`src/rtl/lock_ctrl.sv`:
```
// Keypad lock sequencer: gathers a CODE_LEN-digit entry, compares it to the
// configured code and drives registered open/close pulses, auto-close and lockout.
module lock_ctrl #(
    parameter int CODE_LEN          = 4,
    parameter int DIGIT_W           = 4,
    parameter int MAX_FAIL          = 3,
    parameter int AUTO_CLOSE_CYCLES = 8,
    parameter int LOCKOUT_CYCLES    = 16
) (
    input  logic                                 clk,
    input  logic                                 rst,
    input  logic                                 key_valid,
    input  logic [DIGIT_W-1:0]                   key_digit,
    input  logic                                 key_clear,
    input  logic                                 close_req,
    input  logic [CODE_LEN*DIGIT_W-1:0]          code,
    output logic                                 open,
    output logic                                 close,
    output logic                                 unlocked,
    output logic                                 locked_out,
    output logic [$clog2(MAX_FAIL+1)-1:0]        fail_cnt
);

    localparam int ENT_W  = CODE_LEN * DIGIT_W;
    localparam int CNT_W  = $clog2(CODE_LEN + 1);
    localparam int FAIL_W = $clog2(MAX_FAIL + 1);
    localparam int TMAX   = (AUTO_CLOSE_CYCLES > LOCKOUT_CYCLES) ? AUTO_CLOSE_CYCLES : LOCKOUT_CYCLES;
    localparam int TMR_W  = $clog2(TMAX + 1);

    localparam logic [CNT_W-1:0] LAST_DIGIT = CNT_W'(CODE_LEN - 1);
    localparam logic [TMR_W-1:0] TMR_AUTO   = TMR_W'(AUTO_CLOSE_CYCLES);
    localparam logic [TMR_W-1:0] TMR_LOCK   = TMR_W'(LOCKOUT_CYCLES);
    localparam logic [TMR_W-1:0] TMR_ONE    = TMR_W'(1);

    typedef enum logic [1:0] {
        S_IDLE,
        S_CHECK,
        S_OPENED,
        S_LOCKOUT
    } state_t;

    state_t              r_state,    w_state;
    logic [ENT_W-1:0]    r_entry,    w_entry;
    logic [CNT_W-1:0]    r_cnt,      w_cnt;
    logic [TMR_W-1:0]    r_timer,    w_timer;
    logic [FAIL_W-1:0]   r_fail,     w_fail;
    logic                r_open,     w_open;
    logic                r_close,    w_close;
    logic                r_unlocked, w_unlocked;
    logic                r_locked,   w_locked;
    logic                r_pend,     w_pend;

    logic [ENT_W+DIGIT_W-1:0] w_ext;
    logic                     w_match;

    // First digit entered ends up in the most significant position.
    assign w_ext   = {r_entry, key_digit};
    assign w_match = (r_entry == code);

    always_comb begin
        w_state    = r_state;
        w_entry    = r_entry;
        w_cnt      = r_cnt;
        w_timer    = r_timer;
        w_fail     = r_fail;
        w_open     = 1'b0;
        w_close    = 1'b0;
        w_unlocked = r_unlocked;
        w_locked   = r_locked;
        w_pend     = 1'b0;
        case (r_state)
            S_IDLE: begin
                if (key_clear) begin
                    w_cnt = '0;
                end else if (key_valid) begin
                    w_entry = w_ext[ENT_W-1:0];
                    w_cnt   = r_cnt + 1'b1;
                    if (r_cnt == LAST_DIGIT)
                        w_state = S_CHECK;
                end
            end
            S_CHECK: begin
                w_cnt   = '0;
                w_entry = '0;
                if (w_match) begin
                    w_state    = S_OPENED;
                    w_open     = 1'b1;
                    w_unlocked = 1'b1;
                    w_fail     = '0;
                    w_timer    = TMR_AUTO;
                    // A close request landing on the open edge is served next cycle.
                    w_pend     = close_req;
                end else if (int'(r_fail) + 1 < MAX_FAIL) begin
                    w_fail  = r_fail + 1'b1;
                    w_state = S_IDLE;
                end else begin
                    w_state  = S_LOCKOUT;
                    w_locked = 1'b1;
                    w_fail   = '0;
                    w_timer  = TMR_LOCK;
                end
            end
            S_OPENED: begin
                w_timer = r_timer - 1'b1;
                if (close_req || r_pend || r_timer == TMR_ONE) begin
                    w_close    = 1'b1;
                    w_unlocked = 1'b0;
                    w_timer    = '0;
                    w_state    = S_IDLE;
                end
            end
            S_LOCKOUT: begin
                w_timer = r_timer - 1'b1;
                if (r_timer == TMR_ONE) begin
                    w_locked = 1'b0;
                    w_timer  = '0;
                    w_entry  = '0;
                    w_cnt    = '0;
                    w_state  = S_IDLE;
                end
            end
            default: begin
                w_state = S_IDLE;
            end
        endcase
    end

    always_ff @(posedge clk or negedge rst) begin
        if (!rst) begin
            r_state    <= S_IDLE;
            r_entry    <= '0;
            r_cnt      <= '0;
            r_timer    <= '0;
            r_fail     <= '0;
            r_open     <= 1'b0;
            r_close    <= 1'b0;
            r_unlocked <= 1'b0;
            r_locked   <= 1'b0;
            r_pend     <= 1'b0;
        end else begin
            r_state    <= w_state;
            r_entry    <= w_entry;
            r_cnt      <= w_cnt;
            r_timer    <= w_timer;
            r_fail     <= w_fail;
            r_open     <= w_open;
            r_close    <= w_close;
            r_unlocked <= w_unlocked;
            r_locked   <= w_locked;
            r_pend     <= w_pend;
        end
    end

    assign open       = r_open;
    assign close      = r_close;
    assign unlocked   = r_unlocked;
    assign locked_out = r_locked;
    assign fail_cnt   = r_fail;

endmodule

```
`config.mk`:
```
export PLATFORM = sky130hd
export DESIGN_NAME = lock_ctrl
export DESIGN_NICKNAME = d
export VERILOG_FILES = /design/src/rtl/lock_ctrl.sv
export SDC_FILE = /design/constraint.sdc
export NUM_CORES = 1
export LEC_CHECK = 0
export BUFFER_PORTS_ARGS = -buffer_cell sky130_fd_sc_hd__buf_2
export CAP_MARGIN = 20
export CORE_MARGIN = 2
export CORE_UTILIZATION = 31
export DETAILED_ROUTE_END_ITERATION = 12
export GPL_TIMING_DRIVEN = 0
export HOLD_SLACK_MARGIN = 0.12
export SETUP_SLACK_MARGIN = 0.15
export SLEW_MARGIN = 40
export SYNTH_ARGS = -nofsm -noshare
export SYNTH_HDL_FRONTEND = slang
export SYNTH_SLANG_ARGS = --single-unit
export TNS_END_PERCENT = 30
```
`constraint.sdc`:
```
create_clock -name clk -period 5.15 [get_ports clk]
set_clock_uncertainty 0.05 [all_clocks]
set_input_delay 0.515 -clock clk [delete_from_list [all_inputs] [get_ports clk]]
set_output_delay 0.515 -clock clk [all_outputs]
set_load 0.02 [all_outputs]
```
==> run metrics, run 1 <==
status=completed; worst slew pin tran=0.6615 ns; Slew Limit Fails=0; DP Worst Slack=3.063 ns; chip width=77.60 um; fmax=505.8 MHz; Top FF cell, synth=dfrtp_1; origin of the worst setup path=r_timer[1]$_DFFE_PN0P_; IO buf count=30; CTS tree=done; GP Congestion=0.7831; Final period util=38.39%; Clock Tree Buf Depth=2; starting density of the core=32.46%; Die Footprint=0.006021 mm^2; Synth Cell Area=0.001679 mm^2; critical path's largest stage delay=0.40 ns; fillcell total=526; Bufs and invs on worst path=1; Remaining Overflow, GRT=0; R2R depth=7; syn avg cell area=9.706 um^2; syn_nets=202; Setup crit end=r_cnt[0]$_DFFE_PN0P_; first-pass GRT wire length=6003 um; final net count=239; reg2reg end=r_cnt[0]$_DFFE_PN0P_; Final Core Density=38.78%; R2R Setup Slk=3.17 ns; core area=0.005172 mm^2; setup TNS=0 ns; io pins=31; critical path cell sequence=inv_1 > ha_1 > nor4b_2 > nand2b_1 > nand2_1 > o21ai_0 > mux2_2; worst r2r src=r_timer[1]$_DFFE_PN0P_; Root Driver=clkbuf_8; drt via density=4.575; Worst Path Class, Setup=register to register; Netlist cell types=30; register area share after synthesis=49.18%; Hold/Removal Path Class=input port to async pin; area delta synth->final=19.45%; CP required=5.27 ns; Sink Count=33; WL/cell=12.35 um; insertion delay to the later sink of the worst-skew pair=0.29 ns; post-detail-place hpwl=2524 um; maximum vdd drop=0.1298 mV; largest fanout on the critical path=4; leading area contributor after synthesis=dfrtp_1; Largest delay share family, worst path=simple AND/OR/NAND/NOR gates; Clock Pin Slew Worst Setup and Hold Paths=0.07 ns; max capacitance violation total=0; WP depth=7; DRT Pass-1 Iters=4; Rows=26; via total after detailed routing=1,281; relative slew slack=55.70%; Final Cell Area=0.002006 mm^2; H-tree Lvls=2; post-CTS resize count=0; Setup Buffers After CTS=0; ratio of cells with drive above 1 in the final layout=22.86%; FFs w/ async S/R, synth=100.0%; largest net degree at the start of global routing=34; DRC=0; most frequent cells after synthesis=nand2_1, dfrtp_1, xnor2_1; Critical Path End Type=register; final setup violation count=0; Total Routed Length=3457 um; Min Clock Period, post-route=1.977 ns; initial antenna violation count=0; hold-fix buffer count after cts=0; diode count=0; DIE HEIGHT=77.60 um; Mapped Cells=173; P_leak=0.9744 nW; CP startpoint kind=register; vias in the first global route=1,287; area share of the largest cell type after synthesis=49.18%; number of synthesis warnings=0; PnR worst setup slack=3.173 ns; clock buffer count from CTS=5; Slowest cell on crit path=dfrtp_1; Final ANT Viol Nets=0; Area after DPL=0.001917 mm^2; number of synthesized flops with an enable pin=0; count leader, synth=nand2_1; Seq cells post-synth=33; top post-synthesis cells by area=dfrtp_1, xnor2_1, nand2_1; iteration-0 DRC count of the detailed router=82; Pwr Density=499.2 mW/mm^2; final hold vios=0; RSZ-0062 raised after global routing=false; Global Route Usage Sum=12.90%; critical path arrival=2.10 ns
cell usage in the layout, fill, tap and decap left out, drive strengths merged:
cell | netlist | layout
nor4b | 1 | 1
clkbuf | 3 | 10
xnor2 | 19 | 19
a2bb2oi | 2 | 2
clkinv | 1 | 1
buf | 2 | 32
ha | 4 | 4
mux2 | 3 | 3
nand3 | 16 | 16
nand2 | 42 | 42
nor3 | 3 | 3
nand2b | 3 | 3
o21ai | 3 | 3
a22oi | 1 | 1
and2 | 1 | 1
dfrtp | 33 | 33
a21o | 1 | 1
nor2 | 8 | 8
o41a | 1 | 1
inv | 7 | 7
o2bb2ai | 2 | 2
o21bai | 3 | 3
o311a | 2 | 2
a21oi | 3 | 3
nor4 | 1 | 1
nor3b | 3 | 3
nand4 | 4 | 4
o21ba | 1 | 1
kinds of logic (layout without fill, tap and decap cells):
group / Yosys count / after routing / share of synthesized area (%)
compound gates: 19 / 19 / 9.464
xor+xnor: 19 / 19 / 9.911
fa+ha+maj: 4 / 4 / 2.981
buf+inv: 13 / 50 / 3.055
flops: 33 / 33 / 49.18
mux: 3 / 3 / 2.012
simple gates: 82 / 82 / 23.40
final cells by class:
| type | instances | area (um^2) | share of cell area (%) |
|---|---|---|---|
| clock buffers | 7 | 86.33 | 4.304 |
| plain buffers | 5 | 21.27 | 1.061 |
| inverters | 8 | 30.03 | 1.497 |
| multi-input cells | 127 | 802.0 | 39.99 |
| repair buffers | 30 | 152.6 | 7.611 |
| well taps | 70 | 87.58 | 4.367 |
| flip-flops and latches | 33 | 825.8 | 41.17 |
layer usage:
layer	wire (um)	track usage [%]	vias up
met2	1570	19.05	26
met3	123	3.488	6
li1	-	-	656
met1	1685	17.30	593
met5	0	0	-
met4	78	6.429	0
metrics by stage:
step                      power (mW)  hold WS, ns  cells
after floorplan               0.7145       0.1694    173
after global placement        0.8039       0.4236    273
after detailed placement      0.8157       0.4287    273
after CTS                      1.014       0.2680    280
after global routing           1.085       0.1366    280
final                          1.001       0.1080    280
how the worst min path moves through the flow:
stage	startpoint	endpoint	slack, ns	cells after the start
finish	rst	r_entry[2]$_DFFE_PN0P_	0.11	1
global route	rst	r_entry[2]$_DFFE_PN0P_	0.14	1
CTS	rst	r_cnt[2]$_DFFE_PN0P_	0.27	1
detailed placement	r_entry[13]$_DFFE_PN0P_	r_entry[13]$_DFFE_PN0P_	0.43	2
global placement	r_entry[13]$_DFFE_PN0P_	r_entry[13]$_DFFE_PN0P_	0.42	2
floorplan	rst	close$_DFF_PN0_	0.17	0
sequential cells by signal (all words and copies together), names as in the netlist:
signal / flops
fail_cnt: 2
close: 1
r_timer: 5
r_cnt: 3
unlocked: 1
r_entry: 16
locked_out: 1
open: 1
r_pend: 1
r_state: 2
power breakdown:
part           internal [mW]  leakage (nW)  switching, mW
Clock                  0.106        0.0443         0.0910
Sequential             0.355         0.433         0.0843
Combinational          0.172         0.497          0.193
worst reg2reg max path, stage by stage (launching register included):
cell and delay (ns):
dfrtp_1 0.40, inv_1 0.08, ha_1 0.13, nor4b_2 0.29
nand2b_1 0.25, nand2_1 0.07, o21ai_0 0.20, mux2_2 0.39
Note: power is estimated with default switching activity, not from simulation.
==> inputs of run 2 (changes only) <==
==> constraint.sdc (replaced) <==
create_clock -name clk -period 2 [get_ports clk]
set_clock_uncertainty 0.05 [all_clocks]
set_input_delay 0.2 -clock clk [delete_from_list [all_inputs] [get_ports clk]]
set_output_delay 0.2 -clock clk [all_outputs]
set_load 0.02 [all_outputs]
==> run 2 against run 1 <==
  * Maximum frequency up 7.2%
  * Flip-flop and latch count unchanged
  * Cell area up 7.5%
  * Largest power group unchanged
  * Combinational power rose to 2.8 times the previous value
  * Die area unchanged
  * Via count up 4.2%
  * Worst hold slack better by 0.18 ns
  * Final cell count up 4.3%
  * Critical endpoint is now r_timer[0]$_DFFE_PN0P_
  * Global-route usage up 0.27 points
==> run metrics, run 2 (synthesis results as in run 1) <==
vias in the first global route=1,286 (-0.078%); Slew Limit Fails=0 (unchanged); Global Route Usage Sum=13.17% (+0.27 points); insertion delay to the later sink of the worst-skew pair=0.29 ns (about the same); Cell Int Power=1.687 mW (+170%); CP required=2.13 ns (-3.14 ns); Root Driver=clkbuf_8; CP startpoint kind=register; maximum vdd drop=0.3690 mV (+180%); final net count=251 (+5.0%); DRC=0 (unchanged); most frequent cells in the layout=nand2_1, dfrtp_1, buf_2; IO buf count=30 (unchanged); clock power share=18.9% (-0.8 points); Final Cell Area=0.002157 mm^2 (+7.5%); Total Routed Length=3632 um (+5.1%); area delta synth->final=28.47%; post-detail-place hpwl=2524 um (unchanged); chip width=77.60 um (unchanged); Final ANT Viol Nets=0 (unchanged); worst slew pin tran=0.4599 ns (-0.2017 ns); relative slew slack=69.28% (+14 points); largest fanout on the critical path=5 (+1); critical path arrival=1.98 ns (-0.12 ns); Sw Share=37.21% (+0.45 points); largest net degree at the start of global routing=34 (unchanged); GP Congestion=0.7831 (unchanged); fmax=542.1 MHz (+7.2%); Rows=26 (unchanged); first-pass GRT wire length=6106 um (+1.7%); Sink Count=33 (unchanged); Die Footprint=0.006021 mm^2 (unchanged); DIE HEIGHT=77.60 um (unchanged); final setup violation count=0 (unchanged); status=completed; RSZ-0062 raised after global routing=true; Final period util=92.24% (+54 points); P_leak=1.055 nW (+8.3%); Most flops, register=r_entry; via total after detailed routing=1,335 (+4.2%); setup TNS=0 ns (unchanged); max capacitance violation total=0 (unchanged); iteration-0 DRC count of the detailed router=87 (+6.1%); Pwr Density=1245 mW/mm^2 (+150%); Worst Path Class, Setup=register to register; Critical Path End Type=register; Area after DPL=0.001917 mm^2 (unchanged); drt via density=4.572 (about the same); Clock Pin Slew Worst Setup and Hold Paths=0.07 ns (about the same); R2R depth=5 (-2); switching power total=0.9996 mW (+170%); clock buffer count from CTS=5 (unchanged); Comb pwr share=38.2% (+1.8 points); final hold vios=0 (unchanged); Hold Path Cell Cnt=4; Min Clock Period, post-route=1.845 ns (-0.1324 ns); Hold/Removal Path Class=input port to register; initial antenna violation count=0 (unchanged); Final Core Density=41.70% (+2.9 points); core area=0.005172 mm^2 (unchanged); Largest register FFs=16 (unchanged); commonest non-fill, non-tap cell in the layout=nand2_1; starting density of the core=32.46% (unchanged); ratio of cells with drive above 1 in the final layout=25.68% (+2.8 points); Tot Pwr=2.686 mW (+170%); biggest regs=r_entry: 16 flops, r_timer: 5 flops, r_cnt: 3 flops; diode count=0 (unchanged); Remaining Overflow, GRT=0 (unchanged); WL/cell=12.44 um (+0.74%); CTS tree=done; DRT Pass-1 Iters=4 (unchanged); io pins=31 (unchanged); Clock Tree Buf Depth=2 (unchanged); H-tree Lvls=2 (unchanged); fillcell total=508 (-3.4%); Flop pwr share=42.9% (-1.0 points)
==> run 2: layout make-up <==
cell class / count / area (um^2) / area share, %
Tap cell: 70 / 87.58 / 4.060
Inverter: 8 / 30.03 / 1.392
Buffer: 5 / 25.02 / 1.160
Clock buffer: 7 / 86.33 / 4.002
Timing Repair Buffer: 42 / 257.7 / 11.95
Sequential cell: 33 / 825.8 / 38.28
Multi-Input combinational cell: 127 / 844.6 / 39.15
==> run 2: routing by layer <==
metal / global-route usage (%) / wire [um]
met1: 17.46 / 1758
met2: 19.83 / 1678
met3: 3.488 / 116
met4: 6.429 / 79
met5: 0 / 0
==> run 2: path summary, 6_finish.rpt <==
kind,start,to,slack (ns)
setup / recovery,r_entry[7]$_DFFE_PN0P_,r_timer[0]$_DFFE_PN0P_,0.16
hold / removal,key_clear,r_entry[11]$_DFFE_PN0P_,0.29
setup reg to reg,r_entry[7]$_DFFE_PN0P_,r_timer[0]$_DFFE_PN0P_,0.16
hold reg to reg,r_entry[13]$_DFFE_PN0P_,r_entry[13]$_DFFE_PN0P_,0.44
max in group asynchronous,rst,unlocked$_DFFE_PN0P_,1.25
min in group asynchronous,rst,r_entry[1]$_DFFE_PN0P_,0.33
==> run 2: critical path: stages, from the launching register on <==
cell and delay, ns:
dfrtp_1 0.43, xnor2_1 0.17, nand4_1 0.19, o41a_1 0.49
o21ba_4 0.26, a21o_1 0.15
==> run 2: through the flow <==
step	setup WS, ns	instances	hold slack [ns]
2_1_floorplan	0.2630	173	-0.1456
3_3_place_gp	0.05094	273	0.2533
3_5_place_dp	0.01594	273	0.2646
4_1_cts	0.1205	286	0.2876
5_1_grt	0.05821	292	0.2974
6_report	0.1553	292	0.2854
==> run 2: power by group through the flow <==
stage	logic [mW]	registers [mW]	clock network (mW)
2_1_floorplan	0.703	1.14	0
3_3_place_gp	0.931	1.14	0
3_5_place_dp	0.951	1.15	0
4_1_cts	0.991	1.15	0.520
5_1_grt	1.15	1.20	0.547
6_report	1.03	1.15	0.507
==> run 2: timing repair <==
| action | in CTS | in global routing |
|---|---|---|
| pin swaps | 0 | 7 |
| endpoints found under the hold margin | 38 | 0 |
| endpoints found under the setup margin | 20 | 22 |
| setup buffers | 0 | 6 |
| hold buffers | 6 | 0 |
| gates resized for setup | 6 | 4 |
==> inputs of run 3 (changes only) <==
--- a/config.mk
+++ b/config.mk
@@ -5,9 +5,10 @@
 export SDC_FILE = /design/constraint.sdc
 export NUM_CORES = 1
 export LEC_CHECK = 0
+export ABC_AREA = 1
 export BUFFER_PORTS_ARGS = -buffer_cell sky130_fd_sc_hd__buf_2
 export CAP_MARGIN = 20
-export CORE_MARGIN = 2
+export CORE_MARGIN = 3
 export CORE_UTILIZATION = 31
 export DETAILED_ROUTE_END_ITERATION = 12
 export GPL_TIMING_DRIVEN = 0
==> run 3 against run 2 <==
  * Die area up 23%
  * Combinational power grew 16%
  * Non-clock buffer count is 6 lower
  * Largest power group is now combinational logic
  * Critical path type unchanged
  * Wire length grew 12%
  * Sequential share of layout area is 3.7 points lower
  * Sequential power decreased by 4%
  * Total power is 3.6% higher
  * Worst hold slack worse by 0.069 ns
  * Register-to-register slack better by 0.22 ns
  * Cell area grew 11%
  * Global-route usage down 1.2 points
==> run metrics, run 3 <==
fmax=614.8 MHz (+13%); critical path cell sequence=ha_1 > nand3b_2 > nand3_2 > and3_1 > buf_6 > buf_12 > nand3_1 > o21ai_2; fillcell total=640 (+26%); Final period util=81.33% (-11 points); Die Footprint=0.007424 mm^2 (+23%); Post-Route M1 WL=1927 um (+9.6%); relative slew slack=59.10% (-10 points); via total after detailed routing=1,623 (+22%); Slew Limit Fails=0 (unchanged); largest fanout on the critical path=10 (+5); number of synthesized flops with an enable pin=0 (unchanged); Clock Pin Slew Worst Setup and Hold Paths=0.06 ns (about the same); DRT Pass-1 Iters=4 (unchanged); post-detail-place hpwl=3051 um (+21%); io pins=31 (unchanged); IO buf count=30 (unchanged); Worst Path Class, Setup=register to register; post-CTS resize count=0 (-6); Remaining Overflow, GRT=0 (unchanged); CP startpoint kind=register; GP Congestion=0.7533 (-3.8%); syn avg cell area=8.032 um^2 (-17%); number of synthesis warnings=0 (unchanged); initial antenna violation count=0 (unchanged); Most flops, register=r_entry; CTS tree=done; Rows=28 (+7.7%); biggest regs=r_entry: 16 flops, r_timer: 5 flops, r_cnt: 3 flops; vias in the first global route=1,610 (+25%); area delta synth->final=19.72%; most frequent cells in the layout=nand2_1, inv_1, dfrtp_1; final net count=320 (+27%); WL/cell=11.16 um (-10%); Bufs and invs on worst path=2 (+2); Netlist cell types=28 (-6.7%); area share of the largest cell type after synthesis=41.46% (-7.7 points); Hold/Removal Path Class=input port to register; count leader, synth=nand2_1; setup TNS=0 ns (unchanged); commonest non-fill, non-tap cell in the layout=nand2_1; drt via density=4.434 (-3.0%); PnR worst setup slack=0.3735 ns (+0.2182 ns); register area share after synthesis=41.46% (-7.7 points); DIE HEIGHT=86.16 um (+11%); syn_nets=277 (+37%); P_leak=1.281 nW (+21%); maximum vdd drop=0.5660 mV (+53%); Critical Path End Type=register; Top FF cell, synth=dfrtp_1; starting density of the core=32.87% (+0.40 points); R2R Setup Slk=0.37 ns (+0.22 ns); CP required=2.12 ns (about the same); most frequent cells after synthesis=nand2_1, inv_1, dfrtp_1; DP Worst Slack=0.3665 ns (+0.3506 ns); Sink Count=33 (unchanged); Mapped Cells=248 (+43%); Clock Tree Buf Depth=2 (unchanged); Root Driver=clkbuf_8; final hold vios=0 (unchanged); insertion delay to the later sink of the worst-skew pair=0.28 ns (about the same); critical path's largest stage delay=0.41 ns (-0.08 ns); status=completed; diode count=0 (unchanged); final setup violation count=0 (unchanged); Seq cells post-synth=33 (unchanged); iteration-0 DRC count of the detailed router=60 (-31%); H-tree Lvls=2 (unchanged); Final ANT Viol Nets=0 (unchanged); core area=0.006061 mm^2 (+17%); clock buffer count from CTS=5 (unchanged); top post-synthesis cells by area=dfrtp_1, nand2_1, inv_1; Total Routed Length=4084 um (+12%); top routing layer in use=met4; Min Clock Period, post-route=1.627 ns (-0.2182 ns); metal2 WL=1952 um (+16%); critical path arrival=1.74 ns (-0.24 ns); first-pass GRT wire length=7031 um (+15%); Largest register FFs=16 (unchanged); Detail Route met3 WL=162 um (+40%); Slowest cell on crit path=dfrtp_1; Pwr Density=1167 mW/mm^2 (-6.3%); Global Route Usage Sum=11.97% (-1.2 points); largest net degree at the start of global routing=34 (unchanged); worst slew pin tran=0.6058 ns (+0.1459 ns); ratio of cells with drive above 1 in the final layout=28.87% (+3.2 points); DRC=0 (unchanged); FFs w/ async S/R, synth=100.0% (unchanged); Largest delay share family, worst path=simple AND/OR/NAND/NOR gates; RSZ-0062 raised after global routing=false; max capacitance violation total=0 (unchanged); chip width=86.16 um (+11%); leading area contributor after synthesis=dfrtp_1; Synth Cell Area=0.001992 mm^2 (+19%)
==> run 3: changes by cell type after synthesis, sizes merged, moves of 8 or more <==
cell	delta
nor2	+11
nand3	+8
nand2	+30
xnor2	-19
inv	+41
o21ai	+20
==> run 3: logic make-up after synthesis <==
family | count (synthesis) | synth area share [%]
compound gates | 27 | 10.18
xor+xnor | 3 | 1.319
fa+ha+maj | 4 | 2.513
buf+inv | 53 | 12.44
flops | 33 | 41.46
mux | 1 | 0.5025
simple gates | 127 | 31.60
==> run 3: metal layers <==
| metal | global-route usage (%) | vias to the layer above |
|---|---|---|
| met5 | 0 | - |
| li1 | - | 857 |
| met4 | 3.885 | 0 |
| met1 | 15.36 | 740 |
| met3 | 2.978 | 5 |
| met2 | 19.69 | 21 |
==> run 3: power breakdown <==
| part | internal, mW | total [mW] | switching [mW] | leakage [nW] |
|---|---|---|---|---|
| sequential | 0.902 | 1.10 | 0.193 | 0.431 |
| combinational | 0.505 | 1.19 | 0.681 | 0.806 |
| clock | 0.273 | 0.503 | 0.230 | 0.0443 |
| total | 1.68 | 2.78 | 1.10 | 1.28 |
==> run 3: stage by stage <==
| step | util, % | hold slack [ns] | total power [mW] | cells | cell area (um^2) |
|---|---|---|---|---|---|
| after floorplan | - | -0.1456 | 2.028 | 248 | 1992 |
| after global placement | 36.89 | 0.2717 | 2.269 | 353 | 2236 |
| after detailed placement | 36.89 | 0.2657 | 2.304 | 353 | 2236 |
| after CTS | 39.31 | 0.1997 | 2.835 | 366 | 2382 |
| after global routing | 39.35 | 0.2408 | 3.049 | 366 | 2385 |
| final | 39.35 | 0.2162 | 2.784 | 366 | 2385 |
==> run 3: worst min-delay path: cells and delay by family <==
kind	cells	cell delay, ns
simple gates	1	0.13
buf+inv	1	0.09
compound gates	1	0.07
==> run 3: path summary, 6_finish.rpt <==
| path | start | to | cells after the start |
|---|---|---|---|
| min in group asynchronous | rst | r_entry[6]$_DFFE_PN0P_ | 2 |
| hold reg to reg | r_cnt[2]$_DFFE_PN0P_ | r_cnt[2]$_DFFE_PN0P_ | 2 |
| hold / removal | key_clear | r_cnt[2]$_DFFE_PN0P_ | 3 |
| setup / recovery | r_timer[0]$_DFFE_PN0P_ | r_entry[12]$_DFFE_PN0P_ | 8 |
| max in group asynchronous | rst | r_entry[7]$_DFFE_PN0P_ | 2 |
| setup reg to reg | r_timer[0]$_DFFE_PN0P_ | r_entry[12]$_DFFE_PN0P_ | 8 |
==> run 3: what timing repair did <==
action,in CTS,in global routing
hold buffers,6,0
setup endpoints to repair,0,0
setup buffers,0,0
hold endpoints to repair,38,0
==> run 3: final cells by class <==
cell class                 instances  area, um^2  share of cell area, %
sequential                        33       825.8                  34.63
buffer                             5       65.06                  2.728
timing repair buffer              36       212.7                  8.919
inverter                          48       182.7                  7.660
clock buffer                       7       86.33                  3.620
tap                               75       93.84                  3.935
multi-input combinational        162       918.4                  38.51
